==> src/rtl/exu_lsu.sv <==
// -----------------------------------------------------------------------------
// exu_lsu -- multi-cycle load/store unit for the NPC execute stage.
//
// Takes one memory op per transaction over an in_valid/in_ready handshake,
// issues it on a req/gnt/rvalid memory port, and returns the result over an
// out_valid/out_ready handshake. Stores get byte-lane strobes and lane-shifted
// data; loads get their lane extracted and sign- or zero-extended to XLEN.
//
// Parameters:
//   XLEN        datapath width, 32 or 64
//   ADDR_WIDTH  memory address width
//   STRB_WIDTH  XLEN/8, derived
//
// Ports:
//   clk, rst                 clock, asynchronous active-low reset
//   in_valid/in_ready        op handshake
//   ls_load, ls_store        op kind (both set = store, neither = non-memory op)
//   ls_size, ls_unsigned     0=byte 1=half 2=word 3=dword; zero-extend loads
//   ls_addr, ls_wdata        effective address, store data
//   mem_req/mem_gnt          memory request handshake
//   mem_we, mem_addr         write flag, XLEN/8-aligned address
//   mem_wdata, mem_wstrb     lane-shifted store data, byte enables
//   mem_rvalid, mem_rdata    read data return
//   out_valid/out_ready      result handshake
//   out_rdata, out_err       extended load data (0 otherwise), access error
//
// Build option:
//   LSU_MISALIGN_TRAP_EN  when defined, misaligned or illegal-size accesses
//                         issue no request and complete with out_err=1.
//                         When undefined, the offset is forced to size
//                         alignment and out_err stays 0.
// -----------------------------------------------------------------------------
module exu_lsu #(
    parameter  int XLEN       = 32,
    parameter  int ADDR_WIDTH = 32,
    localparam int STRB_WIDTH = XLEN / 8
) (
    input  logic                  clk,
    input  logic                  rst,
    input  logic                  in_valid,
    output logic                  in_ready,
    input  logic                  ls_load,
    input  logic                  ls_store,
    input  logic [1:0]            ls_size,
    input  logic                  ls_unsigned,
    input  logic [ADDR_WIDTH-1:0] ls_addr,
    input  logic [XLEN-1:0]       ls_wdata,
    output logic                  mem_req,
    output logic                  mem_we,
    output logic [ADDR_WIDTH-1:0] mem_addr,
    output logic [XLEN-1:0]       mem_wdata,
    output logic [STRB_WIDTH-1:0] mem_wstrb,
    input  logic                  mem_gnt,
    input  logic                  mem_rvalid,
    input  logic [XLEN-1:0]       mem_rdata,
    output logic                  out_valid,
    input  logic                  out_ready,
    output logic [XLEN-1:0]       out_rdata,
    output logic                  out_err
);

    localparam int OFF_W = $clog2(STRB_WIDTH);

    typedef enum logic [1:0] {IDLE, REQ, WAIT, RESP} state_e;

    state_e                  state_q, state_d;
    logic                    we_q, we_d;
    logic                    uns_q, uns_d;
    logic [1:0]              size_q, size_d;
    logic [OFF_W-1:0]        off_q, off_d;
    logic [ADDR_WIDTH-1:0]   addr_q, addr_d;
    logic [XLEN-1:0]         wdata_q, wdata_d;
    logic [STRB_WIDTH-1:0]   wstrb_q, wstrb_d;
    logic [XLEN-1:0]         rdata_q, rdata_d;
    logic                    err_q, err_d;

    // Accept-side decode of the incoming op.
    logic                    size_illegal;
    logic [1:0]              size_eff;
    logic [3:0]              size_bytes;
    logic [OFF_W-1:0]        off_raw, off_mask, off_acc;
    logic [STRB_WIDTH-1:0]   lane_mask;
    logic                    is_mem;
`ifdef LSU_MISALIGN_TRAP_EN
    logic                    misaligned;
`endif

    always_comb begin
        // A dword on a 32-bit datapath degrades to a word unless it traps.
        size_illegal = (XLEN == 32) && (ls_size == 2'd3);
        size_eff     = size_illegal ? 2'd2 : ls_size;
        size_bytes   = 4'd1 << size_eff;
        off_raw      = ls_addr[OFF_W-1:0];
        off_mask     = OFF_W'(size_bytes - 4'd1);
        is_mem       = ls_load | ls_store;
`ifdef LSU_MISALIGN_TRAP_EN
        misaligned   = (off_raw & off_mask) != '0;
        off_acc      = off_raw;
`else
        off_acc      = off_raw & ~off_mask;
`endif
        for (int i = 0; i < STRB_WIDTH; i++) begin
            lane_mask[i] = (i < int'(size_bytes));
        end
    end

    // Load extract: bring the addressed lane down to bit 0, then extend.
    logic [XLEN-1:0] rd_shift, rd_ext;
    logic            rd_sign;
    int              nbits;

    always_comb begin
        rd_shift = mem_rdata >> {off_q, 3'b000};
        nbits    = 8 << size_q;
        case (size_q)
            2'd0:    rd_sign = rd_shift[7];
            2'd1:    rd_sign = rd_shift[15];
            2'd2:    rd_sign = rd_shift[31];
            default: rd_sign = rd_shift[XLEN-1];
        endcase
        for (int i = 0; i < XLEN; i++) begin
            rd_ext[i] = (i < nbits) ? rd_shift[i] : (rd_sign & ~uns_q);
        end
    end

    always_comb begin
        // NOTE: every _d starts from its _q so no path through this block
        // leaves a variable unassigned, which would otherwise infer a latch.
        state_d = state_q;
        we_d    = we_q;
        uns_d   = uns_q;
        size_d  = size_q;
        off_d   = off_q;
        addr_d  = addr_q;
        wdata_d = wdata_q;
        wstrb_d = wstrb_q;
        rdata_d = rdata_q;
        err_d   = err_q;

        case (state_q)
            IDLE: begin
                if (in_valid) begin
                    we_d    = ls_store;
                    uns_d   = ls_unsigned;
                    size_d  = size_eff;
                    off_d   = off_acc;
                    addr_d  = {ls_addr[ADDR_WIDTH-1:OFF_W], {OFF_W{1'b0}}};
                    wstrb_d = ls_store ? (lane_mask << off_acc) : '0;
                    wdata_d = ls_store ? (ls_wdata << {off_acc, 3'b000}) : '0;
                    rdata_d = '0;
                    err_d   = 1'b0;
                    state_d = is_mem ? REQ : RESP;
`ifdef LSU_MISALIGN_TRAP_EN
                    if (is_mem && (misaligned || size_illegal)) begin
                        we_d    = 1'b0;
                        wstrb_d = '0;
                        wdata_d = '0;
                        err_d   = 1'b1;
                        state_d = RESP;
                    end
`endif
                end
            end
            REQ: begin
                // mem_rvalid is deliberately not looked at here.
                if (mem_gnt) state_d = we_q ? RESP : WAIT;
            end
            WAIT: begin
                if (mem_rvalid) begin
                    rdata_d = rd_ext;
                    state_d = RESP;
                end
            end
            RESP: begin
                if (out_ready) state_d = IDLE;
            end
            default: state_d = IDLE;
        endcase
    end

    // NOTE: sequential state uses non-blocking assignments so every flop
    // samples the pre-edge values regardless of statement order.
    always_ff @(posedge clk or negedge rst) begin
        if (!rst) begin
            state_q <= IDLE;
            we_q    <= 1'b0;
            uns_q   <= 1'b0;
            size_q  <= 2'd0;
            off_q   <= '0;
            addr_q  <= '0;
            wdata_q <= '0;
            wstrb_q <= '0;
            rdata_q <= '0;
            err_q   <= 1'b0;
        end else begin
            state_q <= state_d;
            we_q    <= we_d;
            uns_q   <= uns_d;
            size_q  <= size_d;
            off_q   <= off_d;
            addr_q  <= addr_d;
            wdata_q <= wdata_d;
            wstrb_q <= wstrb_d;
            rdata_q <= rdata_d;
            err_q   <= err_d;
        end
    end

    // All outputs come straight from state/registers: glitch-free and stable
    // for the whole REQ and RESP phases.
    assign in_ready  = (state_q == IDLE);
    assign mem_req   = (state_q == REQ);
    assign mem_we    = mem_req & we_q;
    assign mem_addr  = addr_q;
    assign mem_wdata = wdata_q;
    assign mem_wstrb = wstrb_q;
    assign out_valid = (state_q == RESP);
    assign out_rdata = rdata_q;
    assign out_err   = err_q;

endmodule

==> config.mk <==
export PLATFORM = sky130hd
export DESIGN_NAME = exu_lsu
export DESIGN_NICKNAME = d
export VERILOG_FILES = /design/src/rtl/exu_lsu.sv
export SDC_FILE = /design/constraint.sdc
export NUM_CORES = 1
export LEC_CHECK = 0
export ABC_AREA = 1
export BUFFER_PORTS_ARGS = -buffer_cell sky130_fd_sc_hd__buf_2
export CORE_MARGIN = 3
export CORE_UTILIZATION = 35
export DETAILED_ROUTE_END_ITERATION = 7
export PLACE_DENSITY = 0.6
export SLEW_MARGIN = 10
export SYNTH_ARGS = -nofsm -noshare
export SYNTH_HDL_FRONTEND = slang
export SYNTH_SLANG_ARGS = --single-unit
==> constraint.sdc <==
create_clock -name clk -period 1.95 [get_ports clk]
set_input_delay 0.2925 -clock clk [delete_from_list [all_inputs] [get_ports clk]]
set_output_delay 0.2925 -clock clk [all_outputs]
set_load 0.01 [all_outputs]
==> flow_summary.toml, run 1 <==
[grt]
grt_pass1_wl_mm = 25.5
overflow = 0
antenna_found_initial = 1
grt_pass1_vias = 4931
grt.total_usage_pct = 19.4
grt_max_degree = 76

[timing]
setup_violations = 0
grt_setup_unrepaired = "false"
worst_clock_skew_ns = 0.00675
drv_slew = 0
setup-tns-final_ns = 0
max_freq_mhz = 568
period_minus_slack_ns = 1.76
fin_crit_sh_pct = 90.3
final_hold_viol_count = 0

[place]
placed_area_sq_mm = 0.00653
gp_congestion = 0.910
port_buffers = 208
place_inst = 1055
hpwlAfterDp_mm = 12.2

[power_and_ir_drop]
pwr_density_cell_mw_per_mm2 = 1490
ir_drop_mv = 0.614
leakagePower_nw = 3.87
fin_total_pwr_w = 0.0102

[critical_path]
reg2reg_from = "state_q[0]$_DFFE_PN0P_"
critPathRequiredTime_ns = 2.23
slowest_delay_ns = 0.41
ff2ff_setup_slack_ns = 0.19
ff2ff_path_depth = 10
crit_path_top_delay_cell = "dfrtp_1"
worst-path-max-fanout = 18
crit_arrival_ns = 2.04
critPathCaptureType = "flop"
startpoint_type = "flop"
critPathKind = "flop to flop"
cp_common_cell = "inv_1"
path_cells = "inv_1 > ha_2 > nand2_2 > nor2_4 > inv_2 > nor2_8 > inv_4 > o21ai_0 > inv_1 > o21ai_1"
rr_endpoint = "mem_wdata[19]$_DFFE_PN0P_"

[floorplanning]
initial_core_util_pct = 36.2
row_count = 44
die_area_sq_mm = 0.0166
core_sq_mm = 0.0146
die_h_um = 129
io-pin-count = 212
die_w_um = 129

[cts]
clock_latency_ns = 0.35
htree_levels = 3
clk_pin_slew_ns = 0.08
cts_buffers = 9
root_buffer = "clkbuf_16"
tritoncts = "yes"
clk_path_buf_depth = 2
clkSinkCount = 106

[layout]
antennaDiodeCount = 0
stdcell_area_sq_mm = 0.00683
multi_input_area_sq_mm = 0.00226
fillers = 1559
syn2layout_area_growth_pct = 29.1
seqCellArea_sq_mm = 0.00265
layout.cells.non_filler = 1072
drive_above_1_share_pct = 29.8
fin_nets = 995

[yosys]
synth_ff_type = "dfrtp_1"
yosys.area.top_type = "dfrtp_1"
async_flop_share_pct = 100
synth_area_sq_mm = 0.00530
synth_edf_count = 0
synthCells = 682
ys_types = 31
synth-seq-cells = 106
yosysSeqAreaShare_pct = 50.1
synth_area_per_cell_sq_um = 7.76
yosys.area.top_type_share_pct = 50.1
synth.area.top_cells = "dfrtp_1 (50%), nand2_1 (20%), o21ai_0 (4.6%), nand3_1 (3.9%), o211ai_1 (3.0%)"
synth_warnings = 0

[worst_hold_path]
hold_class = "input port to flop"
hold_depth = 3
holdPathEnd = "mem_addr[7]$_DFFE_PN0P_"
min_from = "ls_addr[7]"

[routing]
num_vias = 5221
dr.pass1.iters = 6
wirelength_mm = 16.2
wl_per_cell_um = 15.1
drt_iter0_markers = 411
vias_per_cell = 4.87
drtAntennaViolNets = 0
drt_drc_violations_left = 0

[run_status]
status = "finished clean"

[job]
cap_violations = 0
flip-flops by register name, summed over array words and instances (netlist names):
register   cells
size_q         2
mem_wstrb      4
we_q           1
mem_wdata     32
out_rdata     32
uns_q          1
state_q        2
off_q          2
mem_addr      30
repair_timing:
item / 4_1_cts / 5_1_grt
endpoints found under the hold margin: 27 / 0
gates resized for setup: 0 / 3
buffers inserted: 0 / 0
setup endpoints to repair: 0 / 11
hold buffers: 1 / 0
worst max-delay path, delay by kind of cell, from the launching register on:
family | cells | cell delay (ns)
AND/OR/NAND/NOR | 3 | 0.42
flip-flops | 1 | 0.41
buffers and inverters | 4 | 0.40
adder cells (fa/ha/maj) | 1 | 0.23
AO/OA/AOI/OAI | 2 | 0.21
final cells by class:
| cell class | instances | share of cell area [%] |
|---|---|---|
| inverters | 47 | 2.65 |
| multi-input cells | 492 | 33.0 |
| well taps | 184 | 3.37 |
| clock inverters | 6 | 0.714 |
| flip-flops and latches | 106 | 38.8 |
| repair buffers | 227 | 17.9 |
| clock buffers | 10 | 3.50 |
layout by cell type (no fill, tap or decap), types with 2 or more instances in the layout:
cell        Yosys  routed
inv_4           1       2
o21ai_0        49      49
dfrtp_1       106     106
conb_1          1       3
or2_2           3       3
ha_1            5       4
nand3_2         4       4
buf_12          0       3
a21oi_1        22      22
clkinvlp_4      0       2
a21boi_0        5       5
a22oi_1         2       2
inv_2           6       5
inv_6           0       2
nor2_1         29      29
or2_1           3       3
nand3_1        41      41
inv_1          39      39
nand2_2         4       5
clkbuf_16       0       9
buf_2          17     207
buf_4           6      16
nand2_1       277     276
o21ai_1        18      18
o211ai_1       21      21
through the flow:
step / utilization [%] / hold WS (ns) / setup WS (ns)
6_report: 46.7 / 0.129 / 0.189
3_3_place_gp: 44.6 / 0.274 / 0.208
2_1_floorplan: - / -0.00309 / 0.322
4_1_cts: 46.6 / 0.118 / 0.0865
5_1_grt: 46.7 / 0.124 / 0.00644
3_5_place_dp: 44.6 / 0.278 / 0.0918
logic make-up (layout without fill, tap and decap cells):
| kind of cell | Yosys count | after routing | share of synthesized area [%] |
|---|---|---|---|
| compound gates | 118 | 118 | 12.5 |
| simple gates | 365 | 365 | 28.4 |
| other cells | 1 | 3 | 0.0708 |
| fa+ha+maj | 5 | 5 | 1.18 |
| mux | 1 | 1 | 0.189 |
| flops | 106 | 106 | 50.1 |
| buf+inv | 86 | 290 | 7.54 |
worst max-delay path by stage:
| stage | start | endpoint | cells past startpoint |
|---|---|---|---|
| 3_3_place_gp | state_q[0]$_DFFE_PN0P_ | mem_wdata[16]$_DFFE_PN0P_ | 10 |
| 4_1_cts | state_q[0]$_DFFE_PN0P_ | mem_wdata[20]$_DFFE_PN0P_ | 10 |
| 2_1_floorplan | state_q[0]$_DFFE_PN0P_ | mem_wdata[10]$_DFFE_PN0P_ | 9 |
| 6_report | state_q[0]$_DFFE_PN0P_ | mem_wdata[19]$_DFFE_PN0P_ | 10 |
| 5_1_grt | state_q[0]$_DFFE_PN0P_ | mem_wdata[20]$_DFFE_PN0P_ | 10 |
| 3_5_place_dp | state_q[0]$_DFFE_PN0P_ | mem_wdata[20]$_DFFE_PN0P_ | 10 |
routing by layer:
layer | up-vias | GRT usage [%] | wire length, um
li1 | 2579 | - | -
met1 | 2392 | 26.6 | 7100
met2 | 223 | 30.5 | 7510
met3 | 25 | 4.52 | 1310
met4 | 2 | 6.49 | 289
met5 | - | 0 | 13
synth_stat cells, types with 3 or more instances:
master and instances:
o21ai_1 18, buf_6 4, buf_2 17, a21oi_1 22
o21ai_0 49, inv_2 6, nor2_1 29, or2_2 3
nand3_1 41, a21boi_0 5, buf_4 6, inv_1 39
dfrtp_1 106, ha_1 5, nand3_2 4, nand2_2 4
clkbuf_1 10, or2_1 3, o211ai_1 21, nand2_1 277
power by group:
group	internal (W)	total (W)	switching, W
combinational	0.00178	0.00470	0.00292
sequential	0.00313	0.00368	0.000552
clock	0.000918	0.00178	0.000866
total	0.00583	0.0102	0.00434
No activity file was read; power rests on OpenSTA's default activity.
==> run 2: changes to the inputs <==
--- a/config.mk
+++ b/config.mk
@@ -8,9 +8,9 @@
 export ABC_AREA = 1
 export BUFFER_PORTS_ARGS = -buffer_cell sky130_fd_sc_hd__buf_2
 export CORE_MARGIN = 3
-export CORE_UTILIZATION = 35
+export CORE_UTILIZATION = 49
 export DETAILED_ROUTE_END_ITERATION = 7
-export PLACE_DENSITY = 0.6
+export PLACE_DENSITY = 0.8
 export SLEW_MARGIN = 10
 export SYNTH_ARGS = -nofsm -noshare
 export SYNTH_HDL_FRONTEND = slang
==> run 2 against run 1 <==
Compared with the run above:
- utilization up 18 points
- non-clock buffer count shrank 2
- total power down 3.6%
- die area is 27% lower
- sequential share of layout area increased by 0.82 points
- wire length decreased by 5.5%
- global-route usage is 5.7 points higher
- maximum frequency grew 0.40%
- cell area fell by 2.0%
- critical path type unchanged
- largest cell class unchanged
- largest power group unchanged
==> flow_summary.toml, run 2 (same netlist as run 1, synthesis figures left out) <==
[place]
port_buffers = 208
gp_congestion = 0.854
hpwlAfterDp_mm = 11.4
placed_area_sq_mm = 0.00645

[timing]
fin_crit_sh_pct = 89.9
whs_ns = 0.110
worst_clock_skew_ns = 0.0153
max_freq_mhz = 570
period_minus_slack_ns = 1.75
grt_setup_unrepaired = "false"
setup_violations = 0
drv_slew = 0
setup-tns-final_ns = 0
final_hold_viol_count = 0

[power_and_ir_drop]
leakagePower_nw = 3.84
pwr_density_cell_mw_per_mm2 = 1460
fin_total_pwr_w = 0.00980
ir_drop_mv = 0.637

[grt]
antenna_found_initial = 0
grt_pass1_wl_mm = 23.7
grt_pass1_vias = 4818
grt.total_usage_pct = 25.1
overflow = 0
grt_max_degree = 76

[run_status]
status = "finished clean"

[cts]
clk_path_buf_depth = 2
clock_latency_ns = 0.37
clkSinkCount = 106
root_buffer = "clkbuf_8"
cts_buffers = 9
clk_pin_slew_ns = 0.11
htree_levels = 3
tritoncts = "yes"

[layout]
antennaDiodeCount = 0
mostFrequentLayoutCell = "nand2_1"
fin_nets = 993
syn2layout_area_growth_pct = 26.5
seqCellArea_sq_mm = 0.00265
fillers = 970
multi_input_area_sq_mm = 0.00226
stdcell_area_sq_mm = 0.00670
final_core_util_pct = 64.3
layout_common_cells = "nand2_1 (276), buf_2 (207), dfrtp_1 (105), o21ai_0 (49), nand3_1 (41)"
drive_above_1_share_pct = 29.8

[critical_path]
critPathLaunch = "state_q[1]$_DFFE_PN0P_"
cp_common_cell = "inv_1"
critPathCaptureType = "flop"
worst-path-max-fanout = 18
crit_arrival_ns = 2.05
slowest_delay_ns = 0.45
critPathKind = "flop to flop"
startpoint_type = "flop"
ff2ff_setup_slack_ns = 0.20
reg2reg_from = "state_q[1]$_DFFE_PN0P_"
crit_path_top_delay_cell = "dfrtp_2"
path_cells = "inv_1 > ha_2 > nand2_2 > nor2_4 > inv_2 > nor2_8 > inv_4 > o21ai_0 > inv_1 > o21ai_1"
critPathRequiredTime_ns = 2.24

[floorplanning]
io-pin-count = 212
die_area_sq_mm = 0.0121
core_sq_mm = 0.0104
initial_core_util_pct = 50.8
row_count = 37
die_w_um = 110
die_h_um = 110

[routing]
dr.pass1.iters = 5
drt_iter0_markers = 566
drt_drc_violations_left = 0
num_vias = 5271
wl_per_cell_um = 15.0
wirelength_mm = 15.3
vias_per_cell = 5.16
drtAntennaViolNets = 0

[worst_hold_path]
min_from = "ls_addr[19]"
hold_class = "input port to flop"

[job]
cap_violations = 0
[run 2: path summary, 6_finish.rpt]
path                                        endpoint  cells past startpoint
min                         mem_addr[19]$_DFFE_PN0P_                      3
max reg2reg                mem_wdata[21]$_DFFE_PN0P_                     10
max in group asynchronous  out_rdata[20]$_DFFE_PN0P_                      3
min reg2reg                out_rdata[11]$_DFFE_PN0P_                      2
max                        mem_wdata[21]$_DFFE_PN0P_                     10
min in group asynchronous  out_rdata[14]$_DFFE_PN0P_                      2
[run 2: area by class of cell]
cell class                 instances  share of cell area, %
inverter                          47                   2.71
sequential                       106                   39.6
timing repair buffer             225                   18.3
multi-input combinational        492                   33.7
tap                              136                   2.54
clock inverter                     7                   1.31
clock buffer                       9                   1.85
[run 2: metrics by stage]
step | setup slack [ns] | instances
CTS | 0.0793 | 1020
floorplan | 0.322 | 684
detailed placement | 0.0890 | 1003
global route | 0.0329 | 1022
global placement | 0.213 | 1003
finish | 0.196 | 1022
[run 2: repair_timing]
item | CTS | global route
hold buffers | 1 | 0
setup buffers | 0 | 2
setup endpoints to repair | 0 | 16
hold endpoints to repair | 30 | 0
gates resized for setup | 0 | 4
[run 2: routing by layer]
metal	part of all wire, %	vias up	routed length, um	track usage [%]
met2	49	253	7460	41.7
met5	0	-	0	0
met3	8.6	18	1310	4.17
met1	41	2430	6330	33.7
met4	1.5	0	224	7.75
li1	-	2570	-	-
[run 2: worst max-delay path, delay by kind of cell, from the launching register on]
kind / cells / cell delay, ns
DFF: 1 / 0.45
buffers and inverters: 4 / 0.39
and+or+nand+nor: 3 / 0.39
adders and majority gates: 1 / 0.23
AOI/OAI and AO/OA: 2 / 0.21
[run 2: where the power goes]
group | leakage, nW | total [W] | internal (W) | switching (W)
Clock | 0.105 | 0.00144 | 0.000621 | 0.000814
Sequential | 1.37 | 0.00368 | 0.00312 | 0.000560
Combinational | 2.36 | 0.00468 | 0.00179 | 0.00290
==> run 3: changes to the inputs <==
--- a/config.mk
+++ b/config.mk
@@ -10,7 +10,8 @@
 export CORE_MARGIN = 3
 export CORE_UTILIZATION = 49
 export DETAILED_ROUTE_END_ITERATION = 7
-export PLACE_DENSITY = 0.8
+export PLACE_DENSITY = 0.83
+export SETUP_SLACK_MARGIN = 0.4
 export SLEW_MARGIN = 10
 export SYNTH_ARGS = -nofsm -noshare
 export SYNTH_HDL_FRONTEND = slang
==> run 3 against run 2 <==
Compared with the run above:
- register-to-register slack improved by 0.10 ns
- via count rose by 5.6%
- utilization rose by 5.3 points
- total power rose by 12%
- critical endpoint is now out_rdata[19]$_DFFE_PN0P_
- cell area rose by 8.3%
- setup slack improved by 0.10 ns
- maximum frequency rose by 6.3%
- first-iteration DRC count fell by 9.0%
- clock skew fell by 0.0097 ns
==> flow_summary.toml, run 3 (same netlist as run 1, synthesis figures left out) <==
[worst_hold_path]
holdPathEnd = "mem_addr[2]$_DFFE_PN0P_"
min_from = "ls_addr[2]"
hold_depth = 3
hold_class = "input port to flop"

[floorplanning]
die_area_sq_mm = 0.0121
core_sq_mm = 0.0104
initial_core_util_pct = 50.8
io-pin-count = 212
die_h_um = 110
die_w_um = 110
row_count = 37

[timing]
setup-tns-final_ns = 0
max_freq_mhz = 606
grt_setup_unrepaired = "true"
drv_slew = 0
period_minus_slack_ns = 1.65
worst_clock_skew_ns = 0.00560
setup_violations = 0
fin_crit_sh_pct = 84.6
final_hold_viol_count = 0

[routing]
wl_per_cell_um = 15.9
vias_per_cell = 5.32
wirelength_mm = 16.6
drt_iter0_markers = 515
dr.pass1.iters = 8
drt_drc_violations_left = 0
num_vias = 5566
drtAntennaViolNets = 0

[critical_path]
path_cells = "clkinv_4 > buf_4 > a21boi_0 > nor2_1 > nor2_1 > nor2_1 > nand2_1 > nand2_1"
crit_arrival_ns = 1.91
rr_endpoint = "out_rdata[19]$_DFFE_PN0P_"
slowest_delay_ns = 0.43
ff2ff_setup_slack_ns = 0.30
path_delay_family = "flip-flops"
critPathKind = "flop to flop"
cp_common_cell = "nor2_1"
startpoint_type = "flop"
worst-path-max-fanout = 21
reg2reg_from = "off_q[0]$_DFFE_PN0P_"
critPathRequiredTime_ns = 2.21
critPathCaptureType = "flop"
ff2ff_path_depth = 8
worst-path-buf-inv = 2
crit_path_top_delay_cell = "dfrtp_2"

[cts]
cts_buffers = 9
clk_pin_slew_ns = 0.11
clk_path_buf_depth = 2
htree_levels = 3
clock_latency_ns = 0.36
root_buffer = "clkbuf_8"
tritoncts = "yes"
clkSinkCount = 106

[place]
port_buffers = 208
hpwlAfterDp_mm = 11.4
gp_congestion = 0.899

[grt]
grt_max_degree = 82
grt_pass1_vias = 5019
grt_pass1_wl_mm = 23.9
antenna_found_initial = 0
overflow = 0
grt.total_usage_pct = 25.3

[layout]
syn2layout_area_growth_pct = 37.0
layout_common_cells = "nand2_1 (242), buf_2 (206), dfrtp_1 (105), nand3_1 (39), o21ai_0 (36)"
mostFrequentLayoutCell = "nand2_1"
fin_nets = 1017
drive_above_1_share_pct = 38.4
fillers = 890
antennaDiodeCount = 0

[run_status]
status = "finished clean"

[power_and_ir_drop]
swShare_pct = 44.3
combPwrFrac_pct = 53.3
pwr-share-clk_pct = 13.1
pwr_density_cell_mw_per_mm2 = 1520
leakagePower_nw = 4.08
ir_drop_mv = 0.785
sequentialPowerShare_pct = 33.6
switchingPower_w = 0.00487
p_int_w = 0.00613
fin_total_pwr_w = 0.0110

[job]
cap_violations = 0
run 3: changes by cell type in the layout (fill, tap and decap cells not counted), sizes merged:
cell | before | now
buf | 224 | 244
clkbuf | 9 | 12
inv | 49 | 48
clkinv | 3 | 5
run 3: worst reg2reg max path, delay by kind of cell, from the launching register on:
kind / cells / cell delay (ns)
AOI/OAI and AO/OA: 1 / 0.38
and+or+nand+nor: 5 / 0.36
DFF: 1 / 0.43
buffers and inverters: 2 / 0.39
run 3: final cells by class:
type                            instances  area [sq um]  share of cell area [%]
Clock buffer                            9           124                    1.71
Clock inverter                          7          86.3                    1.19
Inverter                               47           200                    2.76
Multi-Input combinational cell        492          2520                    34.8
Sequential cell                       106          2650                    36.6
Tap cell                              136           170                    2.35
Timing Repair Buffer                  248          1490                    20.5
Timing Repair inverter                  1          6.26                  0.0863
run 3: timing repair:
action                                 in CTS  in global routing
setup buffers                              10                 10
pin swaps                                   2                 28
endpoints found under the hold margin     106                  0
hold buffers                                1                  0
gates cloned                                1                  4
resized for setup                          13                 94
setup endpoints to repair                  74                 96
run 3: through the flow:
stage	cell area (sq um)	utilization, %	setup WS (ns)	hold WS, ns	cells
floorplan	5320	-	0.408	-0.00309	684
global placement	6470	62.2	0.270	0.336	1004
detailed placement	6470	62.2	0.179	0.342	1004
CTS	6810	65.4	0.340	0.102	1032
global route	7250	69.6	0.232	0.0978	1046
finish	7250	69.6	0.300	0.111	1046
run 3: per-layer routing:
layer | GRT usage [%] | vias to the layer above | part of all wire [%]
met3 | 5.64 | 66 | 9.9
met4 | 7.30 | 0 | 3.3
met1 | 31.5 | 2552 | 38
met2 | 43.9 | 333 | 48
li1 | - | 2615 | -
met5 | 0 | - | 0
run 3: worst max path at each step:
stage	from	to	slack, ns	cells past startpoint
floorplan	state_q[0]$_DFFE_PN0P_	out_rdata[11]$_DFFE_PN0P_	0.41	10
global placement	state_q[1]$_DFFE_PN0P_	mem_wdata[16]$_DFFE_PN0P_	0.27	10
detailed placement	state_q[1]$_DFFE_PN0P_	mem_wdata[18]$_DFFE_PN0P_	0.18	10
CTS	state_q[1]$_DFFE_PN0P_	mem_we	0.34	5
global route	off_q[0]$_DFFE_PN0P_	out_rdata[19]$_DFFE_PN0P_	0.23	8
finish	off_q[0]$_DFFE_PN0P_	out_rdata[19]$_DFFE_PN0P_	0.30	8
run 3: power groups by stage:
stage | registers, W | clock network [W] | logic, W
finish | 0.00370 | 0.00144 | 0.00587
global placement | 0.00366 | 0 | 0.00465
global route | 0.00381 | 0.00155 | 0.00642
floorplan | 0.00402 | 0 | 0.00259
CTS | 0.00363 | 0.00145 | 0.00494
detailed placement | 0.00364 | 0 | 0.00478
